<file path="config.mk">
export PLATFORM = sky130hd
export DESIGN_NAME = im_vga_scan_flat
export DESIGN_NICKNAME = d
export VERILOG_FILES = /design/src/rtl/im_vga_scan_if.sv /design/src/rtl/im_vga_scan.sv /design/src/flat_wrapper.sv
export SDC_FILE = /design/constraint.sdc
export NUM_CORES = 1
export LEC_CHECK = 0
export BUFFER_PORTS_ARGS = -buffer_cell sky130_fd_sc_hd__buf_4
export CAP_MARGIN = 20
export CORE_MARGIN = 5
export CORE_UTILIZATION = 30
export CTS_CLUSTER_SIZE = 10
export DETAILED_ROUTE_END_ITERATION = 10
export SLEW_MARGIN = 10
export SYNTH_ARGS = -nofsm -noshare
export SYNTH_HDL_FRONTEND = slang
export SYNTH_SLANG_ARGS = --single-unit
export TNS_END_PERCENT = 100
</file>
<file path="constraint.sdc">
create_clock -name clk -period 4.41 [get_ports clk]
set_input_delay 0 -clock clk [delete_from_list [all_inputs] [get_ports clk]]
set_output_delay 0 -clock clk [all_outputs]
set_load 0.02 [all_outputs]
</file>
<file path="src/rtl/im_vga_scan_if.sv">
// ---------------------------------------------------------------------------
// im_vga_scan_if -- signal bundle between the VGA scan engine, its image
// memory and the display pins.
//
//   en           scan enable; 0 holds the scan engine idle
//   pixel_x/y    10-bit column/row address presented to the image memory
//   rgb_in       12-bit read data {R,G,B}, valid 1 clk after the address
//   vga_r/g/b    4-bit display colour
//   vga_hs/vs    display syncs, active-low
//   video_on     high while the displayed pixel is in the active area
//   frame_start  one-clk pulse at the start of each frame
//
// The scan engine uses the master modport. The memory/display side uses the
// slave modport.
// ---------------------------------------------------------------------------
interface im_vga_scan_if;
    logic        en;
    logic [9:0]  pixel_x;
    logic [9:0]  pixel_y;
    logic [11:0] rgb_in;
    logic [3:0]  vga_r;
    logic [3:0]  vga_g;
    logic [3:0]  vga_b;
    logic        vga_hs;
    logic        vga_vs;
    logic        video_on;
    logic        frame_start;

    modport master (
        input  en, rgb_in,
        output pixel_x, pixel_y, vga_r, vga_g, vga_b,
               vga_hs, vga_vs, video_on, frame_start
    );

    modport slave (
        output en, rgb_in,
        input  pixel_x, pixel_y, vga_r, vga_g, vga_b,
               vga_hs, vga_vs, video_on, frame_start
    );
endinterface

</file>
<file path="src/rtl/im_vga_scan.sv">
// ---------------------------------------------------------------------------
// im_vga_scan -- VGA raster scan generator that fetches pixels from an
// external image memory.
//
// A clock divider produces one pix_tick every CLK_DIV clks. On each tick the
// h/v counters advance. The memory address (pixel_x/pixel_y) for the new
// position is registered, and the output stage captures the colour that
// memory returned for the position just left. Because of this, every
// display output lags the address by exactly one pixel period, and sync
// and colour stay aligned with each other.
//
// Ports:
//   clk   system clock (single domain)
//   rst   asynchronous, active-high reset
//   bus   im_vga_scan_if.master: en, rgb_in in; pixel_x/y, colour,
//         syncs, video_on, frame_start out
// ---------------------------------------------------------------------------
module im_vga_scan #(
    parameter int unsigned CLK_DIV  = 4,
    parameter int unsigned H_ACTIVE = 640,
    parameter int unsigned H_FP     = 16,
    parameter int unsigned H_SYNC   = 96,
    parameter int unsigned H_BP     = 48,
    parameter int unsigned V_ACTIVE = 480,
    parameter int unsigned V_FP     = 10,
    parameter int unsigned V_SYNC   = 2,
    parameter int unsigned V_BP     = 33
) (
    input  logic clk,
    input  logic rst,
    im_vga_scan_if.master bus
);

    localparam int unsigned H_TOTAL = H_ACTIVE + H_FP + H_SYNC + H_BP;
    localparam int unsigned V_TOTAL = V_ACTIVE + V_FP + V_SYNC + V_BP;
    localparam int unsigned DIV_W   = $clog2(CLK_DIV);

    localparam logic [DIV_W-1:0] DIV_LAST = DIV_W'(CLK_DIV - 1);
    localparam logic [9:0] H_LAST   = 10'(H_TOTAL - 1);
    localparam logic [9:0] V_LAST   = 10'(V_TOTAL - 1);
    localparam logic [9:0] H_ACT    = 10'(H_ACTIVE);
    localparam logic [9:0] V_ACT    = 10'(V_ACTIVE);
    localparam logic [9:0] HS_START = 10'(H_ACTIVE + H_FP);
    localparam logic [9:0] HS_END   = 10'(H_ACTIVE + H_FP + H_SYNC);
    localparam logic [9:0] VS_START = 10'(V_ACTIVE + V_FP);
    localparam logic [9:0] VS_END   = 10'(V_ACTIVE + V_FP + V_SYNC);

    logic [DIV_W-1:0] div_cnt;
    logic [9:0]       h_cnt;
    logic [9:0]       v_cnt;
    logic [9:0]       h_nxt;
    logic [9:0]       v_nxt;
    logic             pix_tick;
    logic             running;   // set after the first enabled clk; drives the first frame_start
    logic             cur_active;
    logic             nxt_active;

    always_comb begin
        pix_tick = bus.en && (div_cnt == DIV_LAST);

        h_nxt = h_cnt + 10'd1;
        v_nxt = v_cnt;
        if (h_cnt == H_LAST) begin
            h_nxt = '0;
            v_nxt = (v_cnt == V_LAST) ? '0 : v_cnt + 10'd1;
        end

        cur_active = (h_cnt < H_ACT) && (v_cnt < V_ACT);
        nxt_active = (h_nxt < H_ACT) && (v_nxt < V_ACT);
    end

    // NOTE: every register is assigned with <= so all of them sample the
    // pre-edge values. The output stage therefore sees the position being
    // left while the counters move on in the same edge.
    always_ff @(posedge clk or posedge rst) begin
        // NOTE: every flop, including the output stage, has a reset value.
        // This lets the display pins come up idle before the first clock.
        if (rst) begin
            div_cnt         <= '0;
            h_cnt           <= '0;
            v_cnt           <= '0;
            running         <= 1'b0;
            bus.pixel_x     <= '0;
            bus.pixel_y     <= '0;
            bus.vga_r       <= '0;
            bus.vga_g       <= '0;
            bus.vga_b       <= '0;
            bus.vga_hs      <= 1'b1;
            bus.vga_vs      <= 1'b1;
            bus.video_on    <= 1'b0;
            bus.frame_start <= 1'b0;
        end else if (!bus.en) begin
            div_cnt         <= '0;
            h_cnt           <= '0;
            v_cnt           <= '0;
            running         <= 1'b0;
            bus.pixel_x     <= '0;
            bus.pixel_y     <= '0;
            bus.vga_r       <= '0;
            bus.vga_g       <= '0;
            bus.vga_b       <= '0;
            bus.vga_hs      <= 1'b1;
            bus.vga_vs      <= 1'b1;
            bus.video_on    <= 1'b0;
            bus.frame_start <= 1'b0;
        end else begin
            // The idle state already sits at (0,0). The first enabled clk
            // therefore marks the start of the first frame. A tick cannot
            // land in that clk, because div_cnt is 0 and CLK_DIV >= 2.
            running         <= 1'b1;
            bus.frame_start <= !running;

            if (pix_tick) begin
                div_cnt <= '0;
                h_cnt   <= h_nxt;
                v_cnt   <= v_nxt;
                if ((h_nxt == '0) && (v_nxt == '0))
                    bus.frame_start <= 1'b1;

                // The address for the position being entered is 0 in blanking.
                bus.pixel_x <= nxt_active ? h_nxt : '0;
                bus.pixel_y <= nxt_active ? v_nxt : '0;

                // rgb_in has been stable for CLK_DIV-1 clks for the position being left.
                bus.video_on <= cur_active;
                bus.vga_r    <= cur_active ? bus.rgb_in[11:8] : 4'd0;
                bus.vga_g    <= cur_active ? bus.rgb_in[7:4]  : 4'd0;
                bus.vga_b    <= cur_active ? bus.rgb_in[3:0]  : 4'd0;
                bus.vga_hs   <= !((h_cnt >= HS_START) && (h_cnt < HS_END));
                bus.vga_vs   <= !((v_cnt >= VS_START) && (v_cnt < VS_END));
            end else begin
                div_cnt <= div_cnt + 1'b1;
            end
        end
    end

endmodule

</file>
<file path="src/flat_wrapper.sv">
// flat-port wrapper written by rule: the top's interface ports become plain ports
module im_vga_scan_flat 
#(
    parameter int unsigned CLK_DIV  = 4,
    parameter int unsigned H_ACTIVE = 640,
    parameter int unsigned H_FP     = 16,
    parameter int unsigned H_SYNC   = 96,
    parameter int unsigned H_BP     = 48,
    parameter int unsigned V_ACTIVE = 480,
    parameter int unsigned V_FP     = 10,
    parameter int unsigned V_SYNC   = 2,
    parameter int unsigned V_BP     = 33
)
  (clk, rst, bus_en, bus_rgb_in, bus_pixel_x, bus_pixel_y, bus_vga_r, bus_vga_g, bus_vga_b, bus_vga_hs, bus_vga_vs, bus_video_on, bus_frame_start);
  im_vga_scan_if bus_i ();
  input  logic clk;
  input  logic rst;
  input wire logic [$bits(bus_i.en)-1:0] bus_en;
  input wire logic [$bits(bus_i.rgb_in)-1:0] bus_rgb_in;
  output wire logic [$bits(bus_i.pixel_x)-1:0] bus_pixel_x;
  output wire logic [$bits(bus_i.pixel_y)-1:0] bus_pixel_y;
  output wire logic [$bits(bus_i.vga_r)-1:0] bus_vga_r;
  output wire logic [$bits(bus_i.vga_g)-1:0] bus_vga_g;
  output wire logic [$bits(bus_i.vga_b)-1:0] bus_vga_b;
  output wire logic [$bits(bus_i.vga_hs)-1:0] bus_vga_hs;
  output wire logic [$bits(bus_i.vga_vs)-1:0] bus_vga_vs;
  output wire logic [$bits(bus_i.video_on)-1:0] bus_video_on;
  output wire logic [$bits(bus_i.frame_start)-1:0] bus_frame_start;
  assign bus_i.en = bus_en;
  assign bus_i.rgb_in = bus_rgb_in;
  assign bus_pixel_x = bus_i.pixel_x;
  assign bus_pixel_y = bus_i.pixel_y;
  assign bus_vga_r = bus_i.vga_r;
  assign bus_vga_g = bus_i.vga_g;
  assign bus_vga_b = bus_i.vga_b;
  assign bus_vga_hs = bus_i.vga_hs;
  assign bus_vga_vs = bus_i.vga_vs;
  assign bus_video_on = bus_i.video_on;
  assign bus_frame_start = bus_i.frame_start;
  im_vga_scan #(.CLK_DIV(CLK_DIV), .H_ACTIVE(H_ACTIVE), .H_FP(H_FP), .H_SYNC(H_SYNC), .H_BP(H_BP), .V_ACTIVE(V_ACTIVE), .V_FP(V_FP), .V_SYNC(V_SYNC), .V_BP(V_BP)) u_core (.clk(clk), .rst(rst), .bus(bus_i));
endmodule
</file>
Word-level counts from Yosys, hierarchy flattened
Index checks and enable logic that the tools add are counted.

$add $sub $neg: 3. $lt $le $gt $ge: 8. Equality and inequality tests: 4. Muxes and demuxes: 34. Reduce and logical (&&, ||, !) cells: 11.

Operator list (number): two-way mux 10 bit (13); two-way mux 4 bit (9); < comparator 10 bit (second input constant) (3); < comparator 10 x 9 -> 1 bit (second input constant) (3); adder 10 x 1 -> 10 bit (second input constant) (2); == test 10 bit (second input constant) (2); zero test 10 bit (2); greater-or-equal comparator 10 bit (second input constant) (1); greater-or-equal comparator 10 x 9 -> 1 bit (second input constant) (1); two-way mux 1 bit (10); logical AND 1 bit (6); two-way mux 2 bit (2); zero test 1 bit (3); adder 2 x 1 -> 2 bit (second input constant) (1); == test 2 bit (second input constant) (1); != test 2 x 1 -> 1 bit (second input constant) (1).

Register bits after elaboration: 59. Input port bits: 15. Output and inout port bits: 36. Logic and storage cells: 73.

Longest topological paths before layout
Gate-level depths: netlist of run 1.

Word-level depth: 8. Mapped depth: 11.

Worst setup path after synthesis of run 1
Ideal clock, no wire load.

Kind: reg2reg. Start: reg u_core.h_cnt[0]. End: reg u_core.bus.pixel_x[9]. Data arrival time: 2292 ps. Setup slack: 2044 ps. Stages on the path, launching flop included: 10. Path buffers: 2. Period minus slack after synthesis: 2366 ps. Cell sequence: dfrtp_1 -> ha_1 -> clkbuf_1 -> nand4_1 -> nor4_1 -> mux2i_1 -> o31ai_2 -> or3_4 -> buf_6 -> o21ai_2.

Word-level cells in the longest chain between the ends: 7. Elaborated cells on any way between the ends: 10. Those cells by class: add/sub: 1; order compare: 2; eq/ne: 1; mux: 5; reduce/logical: 1.

Ends and longest elaborated chain: from (decl) (line im_vga_scan.sv:49) `logic [9:0] h_cnt;`; from (signal assigned) (line im_vga_scan.sv:115) `h_cnt <= h_nxt;`; adder 10 x 1 -> 10 bit or == test 10 bit (tied branches) (line im_vga_scan.sv:61, im_vga_scan.sv:63); two-way mux 10 bit (line im_vga_scan.sv:63) `if (h_cnt == H_LAST) begin`; < comparator 10 bit or < comparator 10 x 9 -> 1 bit (tied branches) (line im_vga_scan.sv:69) `nxt_active = (h_nxt < H_ACT) && (v_nxt < V_ACT);`; logical AND 1 bit (line im_vga_scan.sv:69); two-way mux 10 bit * (line im_vga_scan.sv:121) `bus.pixel_x <= nxt_active ? h_nxt : '0;`; two-way mux 10 bit * (line im_vga_scan.sv:113) `if (pix_tick) begin`; two-way mux 10 bit * (line im_vga_scan.sv:92) `end else if (!bus.en) begin`; to (signal assigned) (line im_vga_scan.sv:121); to (decl) (line im_vga_scan_if.sv:31) `output pixel_x, pixel_y, vga_r, vga_g, vga_b,`.

Every way passes the cells marked *; elsewhere a longest branch is shown, timed or not. The select of a mux whose other input is x is not followed. A chain may end at the register's enable or synchronous reset.

Worst setup path after layout of run 1
Start: reg u_core.h_cnt[0]. End: reg u_core.bus.pixel_y[2].

Word-level cells in the longest chain between the ends: 7. Elaborated cells on any way between the ends: 10. Those cells by class: add/sub: 1; order compare: 2; eq/ne: 1; mux: 5; reduce/logical: 1.

Ends and longest elaborated chain: adder 10 x 1 -> 10 bit or == test 10 bit (tied branches) (line im_vga_scan.sv:61, im_vga_scan.sv:63); two-way mux 10 bit (line im_vga_scan.sv:63); < comparator 10 bit or < comparator 10 x 9 -> 1 bit (tied branches) (line im_vga_scan.sv:69); logical AND 1 bit (line im_vga_scan.sv:69); two-way mux 10 bit * (line im_vga_scan.sv:122) `bus.pixel_y <= nxt_active ? v_nxt : '0;`; two-way mux 10 bit * (line im_vga_scan.sv:113); two-way mux 10 bit * (line im_vga_scan.sv:92); to (signal assigned) (line im_vga_scan.sv:122); to (decl) (line im_vga_scan_if.sv:31).

Marks and branches as above.

==> metrics, run 1 <==
gpl congestion=0.883; CTS buffer count=9; first-pass GRT wire length=13.5 mm; Layout fillers=1022; max capacitance violation total=0; Crit-path slowest cell=nor3_2; vias per cell=5.14; worst vdd rail ir drop=between 100 and 150 uV; clock root cell=clkbuf_8; fraction of layout cells with a size suffix above 1=24.6%; Top Ports=~50; Tcrit/Tclk final=about two thirds; Reg2Reg Depth=7; Crit Path Max Fanout=15; register area=approximately 0.0015 mm^2; kind of critical path=register to register; htree depth=3; DR pass1 iterations=4; Antenna Nets Post-Route=0; Async SR Flop Fraction=100%; Clock Path Buffers=2; Synth area leaders=dfrtp_1 (45%), nand2_1 (4.5%), a22o_1 (3.6%), nor2_1 (3.3%), xor2_1 (3.3%); Synth Net Count=around 350; Overall Power=1170 uW; Mean Syn Cell Area=9.68 um^2; hold path startpoint=bus_en; cell count along the critical path=7; Slew Viols, Final=0; Floorplan Core Area=roughly 0.010 mm^2; Primary FF master, synth=dfrtp_1; Period minus WS final=2.95 ns; cts repair resizes=0; P&R area growth vs syn=24.9%; Post-CTS Hold Fix Bufs=14; Worst-path clk slew=0.07 ns; Tot GR Track Use=13.2%; Metal-1 WL=3.69 mm; fmax=339 MHz; required time of the worst setup path=4.67 ns; TritonCTS clock tree=built; sequential share of the synthesized area=46.7%; Nets=~400; Post-Synthesis Cell Area=0.00317 mm^2; top cell type's share of synthesized area=45.1%; CP Launch Type=register; Yosys warning count=0; post-CTS setup buffers=0; max_slew headroom=37.2%; Die ar.=around 0.013 mm^2; flops & latches, synth=59; cell taking the most area after synthesis=dfrtp_1; Routed Wire Length=8.07 mm; DRC=0; WL per Instance=15.6 um; RSZ-0062 raised after global routing=false; CP cell instances=ha_1 > nand3_1 > nor3_2 > nand2_1 > a21boi_2 > or3_4 > o21ai_0; vias=2660; crit-path max cell delay=0.75 ns; post-detail-place hpwl=about 5.5 mm; area of the multi-input gates=0.00154 mm^2; worst r2r dst=u_core.bus.pixel_y[2]$_DFFE_PP0P_; # diodes=0; hold depth=2; CP top delay family=simple AND/OR/NAND/NOR gates; crit end category=register; Clock Latency Late Sink=0.35 ns; Leakage=~0.0017 uW; TritonCTS Sinks=59; largest net degree at the start of global routing=60; final setup fails=0; Worst Max-Slew Pin Slew=0.942 ns; met3 routed WL=533 um; FF-to-FF Start=u_core.h_cnt[0]$_DFFE_PP0P_; FF-to-FF setup slack=1.46 ns; Synth cell types=57; Cell Count Post-Placement=between 400 and 500; Setup Skew=0.00959 ns; Post-synth EDFFs=0; row cnt=37; PD cells=297 mW/mm^2; worst path bufs/invs=0; initial antenna violation count=0; worst min path class=input port to register; Mapped Cells=327; grt total ovfl=0; Die H=113 um; Fin Setup TNS=0 ns; crit path DAT=3.21 ns; Initial Util=30.7%; outcome=finished clean; max layer used=met4; Post-Layout Cell Count=roughly 520; met2 wire len=3.62 mm; count of input and output buffers=50; vias in the first global route=about 2.7k; Final Hold Vio Count=0; die width=113 um; Hold EP=u_core.running$_DFF_PP0_; 1st-iter DRT viols=138
-- cell usage in the layout, fill, tap and decap left out, types with 2 or more instances in the layout --
cell type	n
xnor2_1	10
clkinv_4	2
xor2_1	12
or3_1	2
ha_1	5
nor4_4	2
a41oi_1	2
mux2i_1	3
nand2_1	38
clkbuf_8	9
nor4_1	2
dfstp_2	2
or4_1	2
and3_1	3
buf_4	53
dfrtp_1	57
a31oi_1	4
nor2_1	27
clkinvlp_4	2
nand3_1	9
nor3_1	8
a21oi_1	9
and2_1	3
inv_1	7
nand2b_1	3
dlygate4sd3_1	14
o21ai_2	10
nand4_1	11
a32o_1	4
o21ai_0	15
a21o_1	2
a211oi_1	5
o31ai_1	2
a22o_1	13
-- flip-flops by register name, indices dropped and copies added (netlist names) --
signal,flops
u_core.bus.vga_r,4
u_core.bus.frame_start,1
u_core.v_cnt,10
u_core.bus.pixel_x,10
u_core.bus.pixel_y,10
u_core.div_cnt,2
u_core.bus.vga_g,4
u_core.bus.vga_hs,1
u_core.bus.vga_b,4
u_core.running,1
u_core.h_cnt,10
u_core.bus.video_on,1
u_core.bus.vga_vs,1
-- worst max-delay path by stage --
| stage | from | end | slack [ns] |
|---|---|---|---|
| 4_1_cts | u_core.h_cnt[0]$_DFFE_PP0P_ | u_core.bus.pixel_y[2]$_DFFE_PP0P_ | 1.51 |
| 2_1_floorplan | u_core.h_cnt[0]$_DFFE_PP0P_ | u_core.bus.pixel_x[9]$_DFFE_PP0P_ | 2.04 |
| 6_report | u_core.h_cnt[0]$_DFFE_PP0P_ | u_core.bus.pixel_y[2]$_DFFE_PP0P_ | 1.46 |
| 3_5_place_dp | u_core.h_cnt[0]$_DFFE_PP0P_ | u_core.bus.pixel_x[8]$_DFFE_PP0P_ | 1.53 |
| 5_1_grt | u_core.h_cnt[0]$_DFFE_PP0P_ | u_core.bus.pixel_y[0]$_DFFE_PP0P_ | 1.16 |
| 3_3_place_gp | u_core.v_cnt[1]$_DFFE_PP0P_ | u_core.bus.pixel_y[2]$_DFFE_PP0P_ | 1.65 |
-- cells by family (layout without fill, tap and decap cells) --
family / after synthesis / count (layout) / share of synthesized area (%)
AO/OA/AOI/OAI: 79 / 79 / 18.7
XOR/XNOR: 22 / 22 / 6.09
adder cells (fa/ha/maj): 5 / 5 / 1.98
buffers and inverters: 36 / 91 / 5.06
flip-flops: 59 / 59 / 46.7
multiplexers: 3 / 3 / 0.949
AND/OR/NAND/NOR: 123 / 123 / 20.5
-- through the flow --
stage	setup WS, ns	hold WS, ns	area [um^2]	util (%)
finish	1.46	0.352	3950	38.3
global route	1.16	0.357	3950	38.3
CTS	1.51	0.335	3950	38.3
detailed placement	1.53	0.172	3610	35.0
global placement	1.65	0.168	3610	35.0
floorplan	2.04	0.0314	3170	-
-- area by class of cell --
| cell class | instances | share of cell area, % |
|---|---|---|
| Inverter | 8 | 0.760 |
| Clock inverter | 7 | 1.93 |
| Timing Repair Buffer | 67 | 13.6 |
| Tap cell | 136 | 4.31 |
| Multi-Input combinational cell | 232 | 38.8 |
| Clock buffer | 9 | 3.13 |
| Sequential cell | 59 | 37.4 |
-- routing by layer --
metal | global-route usage, % | vias to the layer above
met3 | 3.42 | 19
met1 | 18.5 | 1271
met5 | 0 | -
met4 | 6.73 | 0
met2 | 18.9 | 105
li1 | - | 1265
-- report_power, final --
group          switching (uW)  internal [uW]  total [uW]
Sequential               14.1            555         569
Clock                     232            263         495
Combinational            64.4           45.0         109
-- Yosys cell counts, types with 2 or more instances --
master    count
a211oi_1      5
a21o_1        2
a21oi_1       9
a22o_1       13
a31oi_1       4
a32o_1        4
a41oi_1       2
and2_1        3
and3_1        3
buf_1         3
buf_2         2
buf_6         3
clkbuf_1     20
dfrtp_1      57
dfstp_2       2
ha_1          5
inv_1         8
mux2i_1       3
nand2_1      38
nand2b_1      3
nand3_1       9
nand4_1      11
nor2_1       28
nor3_1        8
nor4_1        2
nor4_4        2
nor4b_1       2
o21ai_0      15
o21ai_2      10
o31ai_1       2
or3_1         2
or4_1         2
xnor2_1      10
xor2_1       12
-- worst register-to-register path: stages (launching register included) --
cell	delay (ns)
dfrtp_1	0.44
ha_1	0.38
nand3_1	0.19
nor3_2	0.75
nand2_1	0.16
a21boi_2	0.23
or3_4	0.52
o21ai_0	0.21
Note: power is estimated with default switching activity, not from simulation.
==> run 2, diff against run 1 <==
- clock period: 4.41 -> 2.67 ns (I/O delays scaled with it)
==> run 2 against run 1 <==
Worst setup slack got worse by 1.3 ns. Clock power increased by 83%. Hold slack improved by 0.0084 ns. Critical endpoint is now u_core.bus.pixel_x[8]$_DFFE_PP0P_. Highest routed layer unchanged. Largest power group unchanged. Clock skew increased by 0.00061 ns. Critical path type unchanged. Final cell count increased by 3.1%.
==> metrics, run 2 (synthesized netlist as in run 1, its figures left out) <==
RSZ-0062 raised after global routing=false; Clock Latency Late Sink=0.34 ns (about the same); Leakage=0.00180 uW (+4.6%); Floorplan Core Area=0.0103 mm^2 (unchanged); Setup Skew=0.0102 ns (+0.000606 ns); count of input and output buffers=50 (unchanged); register share of total power=46.0% (-2.5 points); first-pass GRT wire length=13.7 mm (+1.3%); Clock Path Buffers=2 (unchanged); row cnt=37 (unchanged); register area=0.00148 mm^2 (unchanged); Die H=113 um (unchanged); Worst-path clk slew=0.08 ns (about the same); CP Launch Type=register; max_slew headroom=49.8% (+13 points); gpl congestion=0.894 (+1.2%); kind of critical path=register to register; area of the multi-input gates=0.00154 mm^2 (+0.33%); Internal=1520 uW (+76%); commonest non-fill, non-tap cells in the layout=buf_4 (69), dfrtp_1 (57), nand2_1 (38); final setup fails=0 (unchanged); 1st-iter DRT viols=212 (+54%); CP cell instances=or2_1 > nor4_1 > mux2i_1 > o31ai_2 > or3_4 > o21ai_0; combinational share of power=9.5% (+0.2 points); crit-path max cell delay=0.47 ns (-0.28 ns); TritonCTS clock tree=built; worst vdd rail ir drop=269 uV (+130%); Top Ports=51 (unchanged); WL per Instance=15.5 um (-0.18%); Tcrit/Tclk final=94.1% (+27 points); Fin Setup TNS=0 ns (unchanged); Final Hold Vio Count=0 (unchanged); Antenna Nets Post-Route=0 (unchanged); vias=2673 (+0.49%); required time of the worst setup path=2.93 ns (-1.74 ns); die width=113 um (unchanged); CTS buffer count=9 (unchanged); Tot GR Track Use=13.4% (+0.17 points); DRC=0 (unchanged); Net Sw Power=517 uW (+66%); vias per cell=5.01 (-2.5%); Net Sw Frac=25.4% (-1.1 points); P&R area growth vs syn=29.3%; Layout fillers=1029 (+0.68%); crit end category=register; Die ar.=0.0127 mm^2 (unchanged); commonest non-fill, non-tap cell in the layout=buf_4; Worst Max-Slew Pin Slew=0.753 ns (-0.188 ns); outcome=finished clean; largest net degree at the start of global routing=60 (unchanged); Util after Layout=39.7% (+1.4 points); vias in the first global route=2633 (-1.7%); DR pass1 iterations=4 (unchanged); # diodes=0 (unchanged); PD cells=498 mW/mm^2 (+68%); crit path DAT=2.77 ns (-0.44 ns); post-CTS setup buffers=0 (unchanged); post-detail-place hpwl=5.80 mm (+5.7%); clock root cell=clkbuf_8; htree depth=3 (unchanged); grt total ovfl=0 (unchanged); Nets=413 (+4.0%); worst min path class=input port to register; Routed Wire Length=8.30 mm (+2.9%); max capacitance violation total=0 (unchanged); TritonCTS Sinks=59 (unchanged); fraction of layout cells with a size suffix above 1=28.1% (+3.5 points); FF-to-FF setup slack=0.16 ns (-1.30 ns); Period minus WS final=2.51 ns (-0.436 ns); Crit-path slowest cell=dfrtp_1; Crit Path Max Fanout=14 (-1); Slew Viols, Final=0 (unchanged); fmax=398 MHz (+17%); Initial Util=30.7% (unchanged); clock network power share=44.4% (+2.2 points); initial antenna violation count=0 (unchanged)
run 2: final timing paths:
kind | from | to | cells after the start
max | u_core.h_cnt[6]$_DFFE_PP0P_ | u_core.bus.pixel_x[8]$_DFFE_PP0P_ | 6
min | bus_en | u_core.running$_DFF_PP0_ | 2
max reg2reg | u_core.h_cnt[6]$_DFFE_PP0P_ | u_core.bus.pixel_x[8]$_DFFE_PP0P_ | 6
min reg2reg | u_core.div_cnt[0]$_DFF_PP0_ | u_core.div_cnt[0]$_DFF_PP0_ | 1
max in group asynchronous | rst | u_core.h_cnt[1]$_DFFE_PP0P_ | 4
min in group asynchronous | rst | u_core.h_cnt[5]$_DFFE_PP0P_ | 4
run 2: cell type report:
cell class | instances | area share (%)
multi-input combinational | 232 | 37.6
sequential | 59 | 36.1
timing repair buffer | 83 | 16.1
tap | 136 | 4.16
clock buffer | 9 | 3.03
clock inverter | 7 | 2.26
inverter | 8 | 0.733
run 2: worst max-delay path, delay by kind of cell, from the launching register on:
family | cells | cell delay [ns]
DFF | 1 | 0.47
and+or+nand+nor | 3 | 1.28
AOI/OAI and AO/OA | 2 | 0.32
muxes | 1 | 0.36
run 2: per-stage QoR:
step	setup WS, ns	cell area (um^2)	instances	hold WS, ns	power [uW]
floorplan	0.304	3170	327	0.0314	1050
global placement	0.205	3730	504	0.178	1130
detailed placement	0.115	3730	504	0.166	1130
CTS	0.0940	4090	534	0.356	2060
global route	0.0174	4090	534	0.368	2130
finish	0.157	4090	534	0.361	2040
run 2: timing repair:
action	in CTS	in global routing
endpoints found under the hold margin	74	0
hold buffers	14	0
gates resized for setup	0	2
endpoints found under the setup margin	0	4
run 2: power by group through the flow:
stage / Clock [uW] / Combinational [uW] / Sequential [uW]
CTS: 930 / 196 / 937
floorplan: 0 / 92.9 / 959
global route: 975 / 214 / 941
finish: 905 / 194 / 937
global placement: 0 / 177 / 953
detailed placement: 0 / 179 / 954
run 2: layer usage:
metal | routed length [um] | GRT usage (%)
met4 | 176 | 5.21
met5 | 0 | 0
met2 | 3700 | 19.7
met3 | 446 | 3.74
met1 | 3990 | 18.7
==> run 3, diff against run 2 <==
- CORE_ASPECT_RATIO: not set -> 0.8
- CORE_MARGIN: 5 -> not set
==> run 3 against run 2 <==
Die area down 14%. Sequential power about the same. Combinational power up 2%. Clock skew down 0.0065 ns. Worst setup slack better by 0.019 ns. Via count up 1.2%. Hold slack worse by 0.11 ns.
==> metrics, run 3 (synthesized netlist as in run 1, its figures left out) <==
Die H=93.9 um (-17%); largest net degree at the start of global routing=47 (-22%); CP cell instances=ha_1 > a31o_2 > or4_1 > a221o_1 > o31ai_2 > or3_4 > o21ai_0; worst vdd rail ir drop=274 uV (+1.8%); Nets=414 (+0.24%); worst min path class=input port to async pin; WL per Instance=15.4 um (-0.84%); # diodes=0 (unchanged); P&R area growth vs syn=32.1%; hold slack=0.249 ns (-0.111 ns); kind of critical path=register to register; Leakage=0.00185 uW (+2.8%); Period minus WS final=2.49 ns (-0.0188 ns); crit-path max cell delay=0.44 ns (-0.03 ns); Slew Viols, Final=0 (unchanged); post-CTS setup buffers=0 (unchanged); fraction of layout cells with a size suffix above 1=27.1% (-1.1 points); CP top delay family=compound AO/OA/AOI/OAI gates; vias in the first global route=2601 (-1.2%); outcome=finished clean; Worst Max-Slew Pin Slew=0.528 ns (-0.225 ns); register share of total power=42.1% (-3.9 points); met2 wire len=3.53 mm (-4.4%); Initial Util=30.9% (+0.25 points); vias per cell=5.02 (+0.22%); Tcrit/Tclk final=93.4% (-0.70 points); 1st-iter DRT viols=237 (+12%); required time of the worst setup path=2.87 ns (-0.06 ns); crit path DAT=2.69 ns (-0.08 ns); row cnt=33 (-11%); RSZ-0062 raised after global routing=false; Routed Wire Length=8.31 mm (about the same); combinational share of power=8.9% (-0.6 points); Crit-path slowest cell=dfrtp_1; count of input and output buffers=50 (unchanged); fmax=401 MHz (+0.75%); worst path bufs/invs=0 (unchanged); met3 routed WL=490 um (+9.9%); Metal-1 WL=4.13 mm (+3.6%); gpl congestion=0.901 (+0.77%); Setup Skew=0.00365 ns (-0.00655 ns); Clock Path Buffers=2 (unchanged); Top Ports=51 (unchanged); CTS buffer count=9 (unchanged); CP Launch Type=register; post-detail-place hpwl=5.74 mm (-1.1%); final setup fails=0 (unchanged); Floorplan Core Area=0.0102 mm^2 (-0.81%); DR pass1 iterations=5 (+1); DRC=0 (unchanged); Worst-path clk slew=0.05 ns (-0.03 ns); Internal=1710 uW (+12%); Clock Latency Late Sink=0.33 ns (about the same); Fin Setup TNS=0 ns (unchanged); Crit Path Max Fanout=14 (unchanged); commonest non-fill, non-tap cells in the layout=buf_4 (69), dfrtp_1 (57), nand2_1 (38); Die ar.=0.0110 mm^2 (-14%); PD cells=534 mW/mm^2 (+7.3%); Final Hold Vio Count=0 (unchanged); max_slew headroom=64.4% (+15 points); Net Sw Power=528 uW (+2.0%); grt total ovfl=0 (unchanged); max capacitance violation total=0 (unchanged); max layer used=met4; cts repair resizes=0 (unchanged); die width=117 um (+3.7%); vias=2704 (+1.2%); Net Sw Frac=23.6% (-1.8 points); clock network power share=49.0% (+4.6 points); TritonCTS clock tree=built; first-pass GRT wire length=13.5 mm (-1.5%); commonest non-fill, non-tap cell in the layout=buf_4; htree depth=3 (unchanged); clock root cell=clkbuf_16; crit end category=register; Antenna Nets Post-Route=0 (unchanged); initial antenna violation count=0 (unchanged); TritonCTS Sinks=59 (unchanged); Tot GR Track Use=16.5% (+3.1 points); Overall Power=2230 uW (+9.6%)
run 3: cell count changes in the layout (fill, tap and decap cells not counted):
cell,previous run,this run
clkinv_2,2,0
clkbuf_16,0,9
bufinv_16,2,0
clkbuf_1,0,3
clkbuf_8,9,3
buf_12,0,1
ha_2,2,0
clkinvlp_4,3,1
ha_1,3,5
run 3: cell type report:
type	instances	area, um^2
clock buffers	15	278
flip-flops and latches	59	1480
repair buffers	84	678
well taps	140	175
inverters	8	30.0
fillers	1022	6060
multi-input cells	232	1540
clock inverters	1	7.51
run 3: tightest hold or removal path, stage by stage:
cell and delay [ns]:
dlygate4sd3_1 0.53, buf_4 0.13, inv_2 0.35
run 3: final timing paths:
kind / from / to / slack, ns / cells after the start
max: u_core.h_cnt[0]$_DFFE_PP0P_ / u_core.bus.pixel_x[8]$_DFFE_PP0P_ / 0.18 / 7
min: rst / u_core.div_cnt[1]$_DFF_PP0_ / 0.25 / 3
max reg2reg: u_core.h_cnt[0]$_DFFE_PP0P_ / u_core.bus.pixel_x[8]$_DFFE_PP0P_ / 0.18 / 7
min reg2reg: u_core.div_cnt[0]$_DFF_PP0_ / u_core.div_cnt[0]$_DFF_PP0_ / 0.43 / 1
max in group asynchronous: rst / u_core.bus.vga_r[0]$_DFFE_PP0P_ / 1.84 / 4
min in group clk: bus_en / u_core.running$_DFF_PP0_ / 0.40 / 2
run 3: power by group through the flow:
stage	Combinational, uW	Clock (uW)	Sequential, uW
finish	198	1100	940
global route	217	1160	943
CTS	195	1120	940
detailed placement	178	0	954
global placement	176	0	953
floorplan	92.9	0	959
run 3: per-stage QoR:
step / cell area [um^2] / util (%) / setup slack [ns] / std cells
6_report: 4180 / 40.8 / 0.175 / 539
3_3_place_gp: 3740 / 36.5 / 0.263 / 508
5_1_grt: 4180 / 40.8 / 0.000610 / 539
4_1_cts: 4160 / 40.7 / 0.187 / 538
2_1_floorplan: 3170 / - / 0.304 / 327
3_5_place_dp: 3740 / 36.5 / 0.199 / 508
run 3: metal layers:
metal,up-vias,track usage [%]
met2,78,22.4
li1,1299,-
met3,13,5.42
met5,-,0
met1,1314,23.9
met4,0,6.12
run 3: timing repair:
| item | in CTS | in global routing |
|---|---|---|
| hold buffers | 14 | 0 |
| hold endpoints to repair | 59 | 0 |
| setup endpoints to repair | 0 | 0 |
